==> src/rtl/expr_gen.sv <==
// Streams "d (op d)*" as ASCII characters over a valid/ready handshake.
// Define EXPR_GEN_EQ_EN to append a trailing '=' character to every expression.
module expr_gen (
  input  logic        clk,
  input  logic        clr,
  input  logic        start,
  input  logic [2:0]  nterms,
  input  logic [15:0] digits,
  input  logic [2:0]  ops,
  input  logic        out_ready,
  output logic [7:0]  out,
  output logic        out_valid,
  output logic        out_last,
  output logic        busy,
  output logic        err
);

`ifdef EXPR_GEN_EQ_EN
  typedef enum logic [1:0] {IDLE, DIGIT, OP, EQ} state_t;
`else
  typedef enum logic [1:0] {IDLE, DIGIT, OP} state_t;
`endif

  state_t      state, state_n;
  logic [1:0]  idx, idx_n;
  logic [2:0]  nt_q;
  logic [15:0] dig_q;
  logic [2:0]  ops_q;
  logic        err_q, err_n;
  logic        cap;
  logic        legal;
  logic        last_term;
  logic [3:0]  cur;

  // Only terms that will actually be emitted have to be decimal digits.
  always_comb begin
    legal = (nterms >= 3'd1) && (nterms <= 3'd4);
    for (int unsigned k = 0; k < 4; k++) begin
      if ((3'(k) < nterms) && (digits[4*k +: 4] > 4'd9))
        legal = 1'b0;
    end
  end

  assign last_term = ({1'b0, idx} == (nt_q - 3'd1));
  assign cur       = dig_q[{idx, 2'b00} +: 4];
  assign err       = err_q;

  always_comb begin
    state_n   = state;
    idx_n     = idx;
    cap       = 1'b0;
    err_n     = 1'b0;
    out       = '0;
    out_valid = 1'b0;
    out_last  = 1'b0;
    busy      = 1'b0;
    case (state)
      IDLE: begin
        if (start) begin
          if (legal) begin
            cap     = 1'b1;
            idx_n   = '0;
            state_n = DIGIT;
          end else begin
            err_n = 1'b1;
          end
        end
      end
      DIGIT: begin
        busy      = 1'b1;
        out_valid = 1'b1;
        out       = 8'h30 + {4'h0, cur};
`ifdef EXPR_GEN_EQ_EN
        if (out_ready)
          state_n = last_term ? EQ : OP;
`else
        out_last = last_term;
        if (out_ready)
          state_n = last_term ? IDLE : OP;
`endif
      end
      OP: begin
        busy      = 1'b1;
        out_valid = 1'b1;
        out       = ops_q[idx] ? 8'h2A : 8'h2B;
        if (out_ready) begin
          idx_n   = idx + 2'd1;
          state_n = DIGIT;
        end
      end
`ifdef EXPR_GEN_EQ_EN
      EQ: begin
        busy      = 1'b1;
        out_valid = 1'b1;
        out       = 8'h3D;
        out_last  = 1'b1;
        if (out_ready)
          state_n = IDLE;
      end
`endif
      default: state_n = IDLE;
    endcase
  end

  always_ff @(posedge clk or negedge clr) begin
    if (!clr) begin
      state <= IDLE;
      idx   <= '0;
      nt_q  <= '0;
      dig_q <= '0;
      ops_q <= '0;
      err_q <= 1'b0;
    end else begin
      state <= state_n;
      idx   <= idx_n;
      err_q <= err_n;
      if (cap) begin
        nt_q  <= nterms;
        dig_q <= digits;
        ops_q <= ops;
      end
    end
  end

endmodule

==> config.mk <==
export PLATFORM = sky130hd
export DESIGN_NAME = expr_gen
export DESIGN_NICKNAME = d
export VERILOG_FILES = /design/src/rtl/expr_gen.sv
export SDC_FILE = /design/constraint.sdc
export NUM_CORES = 1
export LEC_CHECK = 0
export BUFFER_PORTS_ARGS = -buffer_cell sky130_fd_sc_hd__clkbuf_2
export CORE_MARGIN = 1.5
export CORE_UTILIZATION = 57
export DETAILED_ROUTE_END_ITERATION = 10
export PLACE_DENSITY = 0.84
export SETUP_SLACK_MARGIN = 0.3
export SLEW_MARGIN = 5
export SYNTH_ARGS = -nofsm -noshare
export SYNTH_HDL_FRONTEND = slang
export SYNTH_SLANG_ARGS = --single-unit
==> constraint.sdc <==
create_clock -name clk -period 4.1 [get_ports clk]
set_input_delay 0.41 -clock clk [delete_from_list [all_inputs] [get_ports clk]]
set_output_delay 0.41 -clock clk [all_outputs]
set_load 0.03 [all_outputs]
==> impl_metrics.yaml <==
floorplan:
  die_height_um: 55.4
  die_w_um: 55.4
  start_util_pct: 61.5
  die_area_um2: 3070
  fp.coreArea_um2: 2540
  rows: 18
  io_pins: 38
timing:
  worst_slack_ns: 1.67
  relSlewSlack_pct: 49.5
  post-route-period-util_pct: 59.1
  hold_viol_final: 0
  maxSlewViolCount: 0
  fin_crit_ns: 2.43
  fin_skew_ns: 0.00410
  grt_setup_unrepaired: "no"
  max_freq_ghz: 0.412
  finalSetupTns_ns: 0
  worst_pin_slew_ns: 0.756
  setup_viol: 0
critical_path:
  worst_r2r_endpoint: "nt_q[1]$_DFFE_PN0P_"
  endpoint_kind: "output port"
  cp-startpoint: "idx[0]$_DFFE_PN0P_"
  startpoint_type: "flop"
  reg2reg_from: "state[1]$_DFFE_PN0P_"
  crit_cells: 4
  slowest_delay_ns: 0.69
  arrival_ns: 2.02
  critical_path_class: "reg2out"
  critPathMaxFanout: 11
  cp_cell_sequence: "mux4_2 -> a21oi_1 -> nor2b_1 -> clkbuf_2"
  rrSetupSlack_ns: 1.99
  cp_num_buf_inv: 1
  crit_path_end: "out[1]"
  required_ns: 3.69
  cp_top_family: "flip-flops"
  slowest_stage: "dfrtp_1"
  r2r_cells: 4
final_layout:
  syn_to_final_growth_pct: 11.4
  diodes: 0
  num-nets-final: 181
  nFillCells: 190
  final_cell_mix: "35 x clkbuf_2, 27 x dfrtp_1, 20 x mux2_4"
  drive_gt1_share_pct: 49.0
  layout_commonest_cell: "clkbuf_2"
place:
  hpwl_um: 2320
  dp_slack_ns: 1.75
  gp_congestion: 0.777
  port_buffers: 35
run:
  maxCapViolCount: 0
detailed_routing:
  wire_per_inst_um: 16.7
  dr.first_iter.drc_count: 41
  ant_nets: 0
  drtPass1Iterations: 4
  via_per_inst: 5.73
  wirelength_um: 2990
  num_vias: 1026
  drc: 0
pwr:
  power_density_nw_per_um2: 681
  p_leak_nw: 0.896
  peakVddDrop_mv: 0.457
global_routing:
  grt_pass1_wl_um: 5080
  grt_use_total_pct: 21.3
  grt_pass1_vias: 1065
  grt-ovfl-total: 0
  antenna_found_initial: 0
  grt_max_degree: 28
yosys:
  ys_async_sr_fraction_pct: 100
  ys.flop_type: "dfrtp_1"
  yosys.cell_types.count: 40
  synth.area.top_cells: "dfrtp_1 43%, mux2_4 19%, mux4_2 5.8%"
  avgSynthCellArea_um2: 13.3
  syn-cell-area_um2: 1570
  synth_edf_count: 0
  synthesis.instances: 118
  synth-seq-cells: 27
  seq_area_frac_synth_pct: 43.2
  synth_top_area_cell: "dfrtp_1"
  synth_top_area_share_pct: 43.2
  synthesis.yosys.warnings: 0
min_path:
  holdCritPathClass: "in2async"
clock_tree:
  clk_pin_slew_worst_paths_ns: 0.14
  clockRootBuffer: "clkbuf_4"
  cts.sinks: 27
  clk_path_buf_depth: 2
  cts_buffers: 3
  cts_resized: 0
  cts_setup_buffers: 0
  cts_tree: "done"
  htreeDepth: 1
  holdBufCountCts: 0
  clock_latency_ns: 0.33
status:
  status: "completed"
==> stage by stage <==
stage / std cells / cell area, um^2 / total power, mW / util [%] / hold slack [ns]
6_report: 179 / 1740 / 1.19 / 68.5 / 0.0679
5_1_grt: 179 / 1740 / 1.27 / 68.5 / 0.119
4_1_cts: 179 / 1740 / 1.19 / 68.5 / 0.0947
3_5_place_dp: 175 / 1720 / 1.08 / 67.5 / 0.464
3_3_place_gp: 175 / 1720 / 1.05 / 67.5 / 0.458
2_1_floorplan: 119 / 1570 / 0.953 / - / 0.114
==> cell families (layout without fill, tap and decap cells) <==
logic type	count (synthesis)	count (layout)	share of synthesized area, %
AO/OA/AOI/OAI	21	21	10.6
XOR/XNOR	3	3	1.68
multiplexers	27	27	27.0
buffers and inverters	14	44	5.36
adder cells (fa/ha/maj)	5	5	4.00
AND/OR/NAND/NOR	20	20	7.91
flip-flops	27	27	43.2
other	1	2	0.240
==> cell usage after synthesis, types with 2 or more instances <==
| library cell | instances |
|---|---|
| xor2_1 | 2 |
| dfrtp_1 | 27 |
| clkbuf_1 | 2 |
| buf_6 | 2 |
| inv_1 | 5 |
| buf_4 | 4 |
| mux2_4 | 20 |
| a21oi_1 | 3 |
| nand2_1 | 5 |
| nand3b_1 | 2 |
| and3_1 | 2 |
| ha_1 | 5 |
| mux2_2 | 2 |
| nor2_1 | 4 |
| nor2b_1 | 2 |
| o21ai_0 | 4 |
| mux4_2 | 4 |
==> where the power goes <==
group          total (mW)  switching [mW]  leakage (nW)  internal (mW)
Combinational       0.594           0.292         0.545          0.302
Sequential          0.478          0.0910         0.333          0.387
Clock               0.116          0.0793        0.0177         0.0367
==> worst register-to-register path, cell delays in order, from the launching register on <==
cell     delay, ns
dfrtp_1       0.45
inv_1         0.10
ha_1          0.28
nand3_2       0.63
mux2_4        0.54
==> flip-flops by register name, summed over array words and instances, names as in the netlist <==
| signal | flops |
|---|---|
| ops_q | 3 |
| dig_q | 16 |
| idx | 2 |
| nt_q | 3 |
| state | 2 |
| err | 1 |
==> layer usage <==
metal | GRT usage (%) | part of all wire, %
met5 | 0 | 0
met4 | 7.67 | 1.3
met2 | 35.2 | 51
met3 | 2.34 | 4.9
met1 | 29.1 | 43
==> final cells by class <==
| type | instances | area [um^2] | share of cell area [%] |
|---|---|---|---|
| clock buffers | 3 | 22.5 | 1.29 |
| clock inverters | 1 | 5.00 | 0.287 |
| inverters | 5 | 18.8 | 1.08 |
| multi-input cells | 78 | 810 | 46.4 |
| flip-flops and latches | 27 | 676 | 38.7 |
| well taps | 30 | 37.5 | 2.15 |
| repair buffers | 35 | 175 | 10.0 |
==> worst min-delay path by stage <==
| stage | slack, ns | end | cells after the start |
|---|---|---|---|
| floorplan | 0.11 | dig_q[0]$_DFFE_PN0P_ | 0 |
| global route | 0.12 | nt_q[0]$_DFFE_PN0P_ | 1 |
| CTS | 0.09 | state[1]$_DFFE_PN0P_ | 1 |
| finish | 0.07 | state[1]$_DFFE_PN0P_ | 1 |
| global placement | 0.46 | state[1]$_DFFE_PN0P_ | 1 |
| detailed placement | 0.46 | state[1]$_DFFE_PN0P_ | 1 |
Power figures use the tool's default switching activity.
